<file path="config.mk">
export PLATFORM = sky130hd
export DESIGN_NAME = tray_reader
export DESIGN_NICKNAME = d
export VERILOG_FILES = /design/src/rtl/tray_reader.sv
export SDC_FILE = /design/constraint.sdc
export NUM_CORES = 1
export LEC_CHECK = 0
export ABC_AREA = 1
export CAP_MARGIN = 10
export CORE_MARGIN = 1
export CORE_UTILIZATION = 25
export CTS_CLUSTER_DIAMETER = 100
export DETAILED_ROUTE_END_ITERATION = 7
export HOLD_SLACK_MARGIN = 0.03
export MAX_ROUTING_LAYER = met4
export PLACE_DENSITY = 0.45
export SETUP_SLACK_MARGIN = 0.5
export SLEW_MARGIN = 20
export SYNTH_ARGS = -nofsm -noshare
export SYNTH_HDL_FRONTEND = slang
export SYNTH_SLANG_ARGS = --single-unit
</file>
<file path="constraint.sdc">
create_clock -name clk -period 1.6 [get_ports clk]
set_input_delay 0.32 -clock clk [delete_from_list [all_inputs] [get_ports clk]]
set_output_delay 0.32 -clock clk [all_outputs]
set_load 0.01 [all_outputs]
</file>
<file path="src/rtl/tray_reader.sv">
// tray_reader: launches one puzzle run, waits for the puzzle to halt, captures
// the marble tray and streams it out one marble per beat over a valid/ready
// interface, tallying red and blue marbles as they are accepted.
//
// Ports:
//   clk, rst_n            clock (rising edge), asynchronous active-low reset
//   go                    request a run (sampled only while idle)
//   start                 one-cycle pulse to the puzzle start input
//   stopped               puzzle halt indicator, asynchronous; any level change = halted
//   tray, tray_size       marble colours (1 = red) and number of valid marbles
//   m_valid/m_ready       marble beat handshake
//   m_data, m_last        colour of current beat, final-beat flag
//   count_red/count_blue  marbles accepted this run
//   busy                  high whenever not idle
//   timeout               sticky abort flag, cleared when the next go is accepted
module tray_reader #(
  parameter int unsigned TIMEOUT     = 1023,
  parameter int unsigned SYNC_STAGES = 2
) (
  input  logic        clk,
  input  logic        rst_n,
  input  logic        go,
  output logic        start,
  input  logic        stopped,
  input  logic [31:0] tray,
  input  logic [4:0]  tray_size,
  output logic        m_valid,
  input  logic        m_ready,
  output logic        m_data,
  output logic        m_last,
  output logic [5:0]  count_red,
  output logic [5:0]  count_blue,
  output logic        busy,
  output logic        timeout
);

  // Wait counter counts 0 .. TIMEOUT-1; the cycle it holds TIMEOUT-1 is the last WAIT cycle.
  localparam int unsigned      CntW     = (TIMEOUT > 1) ? $clog2(TIMEOUT) : 1;
  localparam logic [CntW-1:0]  WaitLast = CntW'(TIMEOUT - 1);

  typedef enum logic [2:0] {
    StIdle,
    StLaunch,
    StWait,
    StCapture,
    StStream,
    StDone
  } state_e;

  state_e                 state_q, state_d;
  logic [SYNC_STAGES-1:0] sync_q, sync_d;
  logic                   ref_q, ref_d;
  logic [CntW-1:0]        wait_cnt_q, wait_cnt_d;
  logic [31:0]            tray_q, tray_d;
  logic [4:0]             size_q, size_d;
  logic [4:0]             idx_q, idx_d;
  logic [5:0]             cnt_red_q, cnt_red_d;
  logic [5:0]             cnt_blue_q, cnt_blue_d;
  logic                   timeout_q, timeout_d;

  logic stop_sync;
  logic beat_data;
  logic beat_last;

  assign stop_sync  = sync_q[SYNC_STAGES-1];
  assign beat_data  = tray_q[idx_q];
  assign beat_last  = (idx_q == size_q - 5'd1);
  assign busy       = (state_q != StIdle);
  assign count_red  = cnt_red_q;
  assign count_blue = cnt_blue_q;
  assign timeout    = timeout_q;

  always_comb begin
    sync_d[0] = stopped;
    for (int i = 1; i < int'(SYNC_STAGES); i++) begin
      sync_d[i] = sync_q[i-1];
    end
  end

  always_comb begin
    state_d    = state_q;
    ref_d      = ref_q;
    wait_cnt_d = wait_cnt_q;
    tray_d     = tray_q;
    size_d     = size_q;
    idx_d      = idx_q;
    cnt_red_d  = cnt_red_q;
    cnt_blue_d = cnt_blue_q;
    timeout_d  = timeout_q;
    start      = 1'b0;
    m_valid    = 1'b0;
    m_data     = 1'b0;
    m_last     = 1'b0;

    unique case (state_q)
      StIdle: begin
        if (go) begin
          state_d    = StLaunch;
          cnt_red_d  = '0;
          cnt_blue_d = '0;
          timeout_d  = 1'b0;
        end
      end
      StLaunch: begin
        start      = 1'b1;
        // Halt is signalled by any change relative to the level seen at launch.
        ref_d      = stop_sync;
        wait_cnt_d = '0;
        state_d    = StWait;
      end
      StWait: begin
        if (stop_sync != ref_q) begin
          state_d = StCapture;
        end else if (wait_cnt_q == WaitLast) begin
          timeout_d = 1'b1;
          state_d   = StIdle;
        end else begin
          wait_cnt_d = wait_cnt_q + CntW'(1);
        end
      end
      StCapture: begin
        tray_d  = tray;
        size_d  = tray_size;
        idx_d   = '0;
        state_d = (tray_size == 5'd0) ? StDone : StStream;
      end
      StStream: begin
        m_valid = 1'b1;
        m_data  = beat_data;
        m_last  = beat_last;
        if (m_ready) begin
          if (beat_data) begin
            cnt_red_d = cnt_red_q + 6'd1;
          end else begin
            cnt_blue_d = cnt_blue_q + 6'd1;
          end
          if (beat_last) begin
            state_d = StDone;
          end else begin
            idx_d = idx_q + 5'd1;
          end
        end
      end
      StDone: begin
        state_d = StIdle;
      end
      default: begin
        state_d = StIdle;
      end
    endcase
  end

  always_ff @(posedge clk or negedge rst_n) begin
    if (!rst_n) begin
      state_q    <= StIdle;
      sync_q     <= '0;
      ref_q      <= 1'b0;
      wait_cnt_q <= '0;
      tray_q     <= '0;
      size_q     <= '0;
      idx_q      <= '0;
      cnt_red_q  <= '0;
      cnt_blue_q <= '0;
      timeout_q  <= 1'b0;
    end else begin
      state_q    <= state_d;
      sync_q     <= sync_d;
      ref_q      <= ref_d;
      wait_cnt_q <= wait_cnt_d;
      tray_q     <= tray_d;
      size_q     <= size_d;
      idx_q      <= idx_d;
      cnt_red_q  <= cnt_red_d;
      cnt_blue_q <= cnt_blue_d;
      timeout_q  <= timeout_d;
    end
  end

endmodule

</file>
==> metrics.md <==
| Metric | Value |
|---|---|
| Status | `finished, violations left` |
| Failing checks | `negative setup slack` |
| Startpoint types | `flip-flop` |
| Critical Setup Path Class | `flip-flop to output port` |
| MaxCap Viol Count | `0` |
| Max Clock Skew | `0.00822 ns` |
| WL per Instance | `13.7 um` |
| Input/output buffers | `59` |
| Clk slew on worst S/H paths | `0.06 ns` |
| RSZ-0062 raised after global routing | `yes` |
| H-tree levels | `3` |
| Final Cycle Share | `130%` |
| Worst Path Max Fanout | `2` |
| Ant diodes | `0` |
| CP arrival | `1.76 ns` |
| CTS tree | `built` |
| Pin count of the biggest net entering global routing | `72` |
| # nets final | `between 700 and 800` |
| Total GRT Usage | `16.1%` |
| Leak | `3.34 nW` |
| Post-DR vias/cell | `4.42` |
| #FFs+latches synth | `between 70 and 80` |
| Async SR Flop Fraction | `100%` |
| Critical path endpoint category | `output port` |
| Post-Place Setup Slack | `-0.583 ns` |
| Worst Slack Setup Final | `-0.481 ns` |
| Fillcell total | `1348` |
| Peak supply drop | `between 0.8 and 0.9 mV` |
| Mean Syn Cell Area | `7.95 um^2` |
| Biggest cell delay along the critical path | `0.39 ns` |
| Routability cong. | `0.771` |
| Post-synthesis sequential area ratio | `around 47%` |
| GRT overflow | `0` |
| Worst slew pin tran | `around 0.41 ns` |
| WL final | `between 10 and 15 mm` |
| Post-CTS Hold Fix Bufs | `0` |
| Clk_lat worst skew | `0.34 ns` |
| CTS Buf Count | `9` |
| Clock buffer depth | `2` |
| First-pass GRT wire length | `19.1 mm` |
| Synth-to-Final Area Change | `83.2%` |
| Routed vias | `3760` |
| Post-synth EDFFs | `0` |
| Delay-heaviest family, CP | `flip-flops` |
| Final Power | `11.9 mW` |
| Drt drc | `0` |
| TritonRoute pass-1 iters | `4` |
| Hpwl dp | `6.88 mm` |
| Final number of hold-violating endpoints | `0` |
| Worst slew margin | `72.4%` |
| Die width | `125 um` |
| Gate Count Post-Synth | `473` |
| PD cells | `between 1500 and 2000 nW/um^2` |
| Clk root buf | `clkbuf_16` |
| Share of cells above drive strength 1 | `49.8%` |
| Worst min-delay path class | `primary input to async pin` |
| Synth warn | `0` |
| Crit-path slowest cell | `dfrtp_1` |
| I/O pins | `60` |
| Post-DRT Antenna Nets | `0` |
| FP Rows | `44` |
| Core area | `14600 um^2` |
| CP bufs+invs | `3` |
| Number of distinct library cells after synthesis | `40` |
| Initial antenna violation count | `0` |
| Die area | `15500 um^2` |
| Sink Count | `71` |
| Max Freq | `481 MHz` |
| Number of global-route vias before repair | `between 3000 and 4000` |
| Most used cell, CP | `inv_2` |
| Iter 0 DRT Violations | `147` |
| Mapped Nets | `about 520` |
| Die height | `125 um` |
| Initial Util | `between 20% and 30%` |
| Synth Flop Type | `dfrtp_1` |
| Final Setup Violations | `67` |
| Min Tclk post-route | `approximately 2.1 ns` |
| Req. time, crit path | `around 1.3 ns` |
| Sequence of cells on the critical path | `inv_2 -> ha_4 -> xnor2_2 -> a21oi_2 -> o21ai_1 -> nor2_1 -> nand3_1 -> inv_2 -> buf_6` |
| Pins over their slew limit | `0` |
| Post-Syn Area | `3760 um^2` |
-- registers in the layout (all words and copies together), names as in the netlist --
name / flops
ref_q: 1
wait_cnt_q: 10
tray_q: 32
count_blue: 6
timeout: 1
count_red: 6
size_q: 5
sync_q: 2
state_q: 3
idx_q: 5
-- metrics by stage --
step	instances	utilization (%)	hold WS [ns]	TNS, ns	instance area (um^2)
4_1_cts	832	43.6	0.0315	-7.05	6350
3_3_place_gp	767	34.7	0.337	-4.26	5060
2_1_floorplan	473	-	0.0244	0	3870
6_report	850	47.2	0.0147	-9.18	6890
5_1_grt	850	47.2	0.0498	-14.42	6890
3_5_place_dp	767	34.7	0.335	-5.15	5060
-- cell usage after synthesis, drive strengths merged, types with 2 or more instances --
cell / instances / area (um^2)
xnor2: 4 / 35.0
xor2: 4 / 35.0
inv: 59 / 221
nand3: 54 / 280
ha: 6 / 75.1
nand4: 6 / 37.5
a21oi: 11 / 55.1
dfrtp: 71 / 1780
clkbuf: 9 / 33.8
nor2: 22 / 95.1
o21bai: 2 / 18.8
o21a: 2 / 15.0
nand2: 143 / 572
o21ai: 48 / 255
or2: 9 / 61.3
nor3: 7 / 51.3
buf: 9 / 85.1
-- worst paths after layout --
path                       startpoint           end  slack (ns)  cells after the start
min in group clk            sync_q[0]     sync_q[1]        0.35                      0
min reg2reg                 sync_q[0]     sync_q[1]        0.35                      0
min                             rst_n     tray_q[6]        0.01                      2
max                         size_q[1]        m_last       -0.48                      9
max reg2reg                  idx_q[0]  count_red[4]       -0.31                     14
max in group asynchronous       rst_n    state_q[1]        1.24                      2
-- cell usage in the layout, fill, tap and decap left out, drive strengths merged --
cell type	Yosys	layout
dfrtp	71	71
o211ai	1	1
clkdlybuf4s50	0	40
inv	59	59
clkinvlp	0	1
or4	1	1
ha	6	6
a21oi	11	11
buf	9	153
and3	1	1
or2	9	9
o31ai	1	1
xnor2	4	4
nor3	7	7
and2	1	1
xor2	4	4
clkbuf	9	12
o21bai	2	2
nand4	6	6
nand3	54	54
nor4	1	1
o22ai	1	1
o21ai	48	48
clkinv	0	3
nor2	22	22
bufinv	0	1
o21a	2	2
nand2	143	144
-- where the power goes --
part	switching, mW	total, mW	internal [mW]	leakage (nW)
sequential	0.371	2.77	2.40	0.909
combinational	3.38	7.08	3.70	2.28
clock	0.789	2.08	1.29	0.152
-- logic make-up after synthesis --
logic type                 synth area share (%)
and+or+nand+nor                            30.0
buffers and inverters                      9.05
DFF                                        47.3
AOI/OAI and AO/OA                          9.85
xor gates and xnor gates                   1.86
adders and majority gates                  2.00
-- per-layer routing --
| layer | track usage [%] | wire (um) | vias to the layer above |
|---|---|---|---|
| met5 | - | 0 | - |
| met4 | 6.73 | 219 | 0 |
| met3 | 2.23 | 264 | 15 |
| met2 | 26.2 | 5710 | 48 |
| li1 | - | - | 1903 |
| met1 | 19.9 | 5450 | 1794 |
-- repair_timing --
action	CTS	global route
resized for setup	209	88
cloned	11	1
pin swaps	24	25
setup buffers	38	17
endpoints found under the setup margin	87	87
-- area by class of cell --
type                            instances  area [um^2]  area share [%]
Clock inverter                          5         56.3           0.818
Inverter                               59          246            3.58
Timing Repair Buffer                  194         2010            29.3
Tap cell                              184          230            3.34
Clock buffer                           11          253            3.67
Sequential cell                        71         1780            25.9
Multi-Input combinational cell        326         2300            33.5
Power figures use the tool's default switching activity.
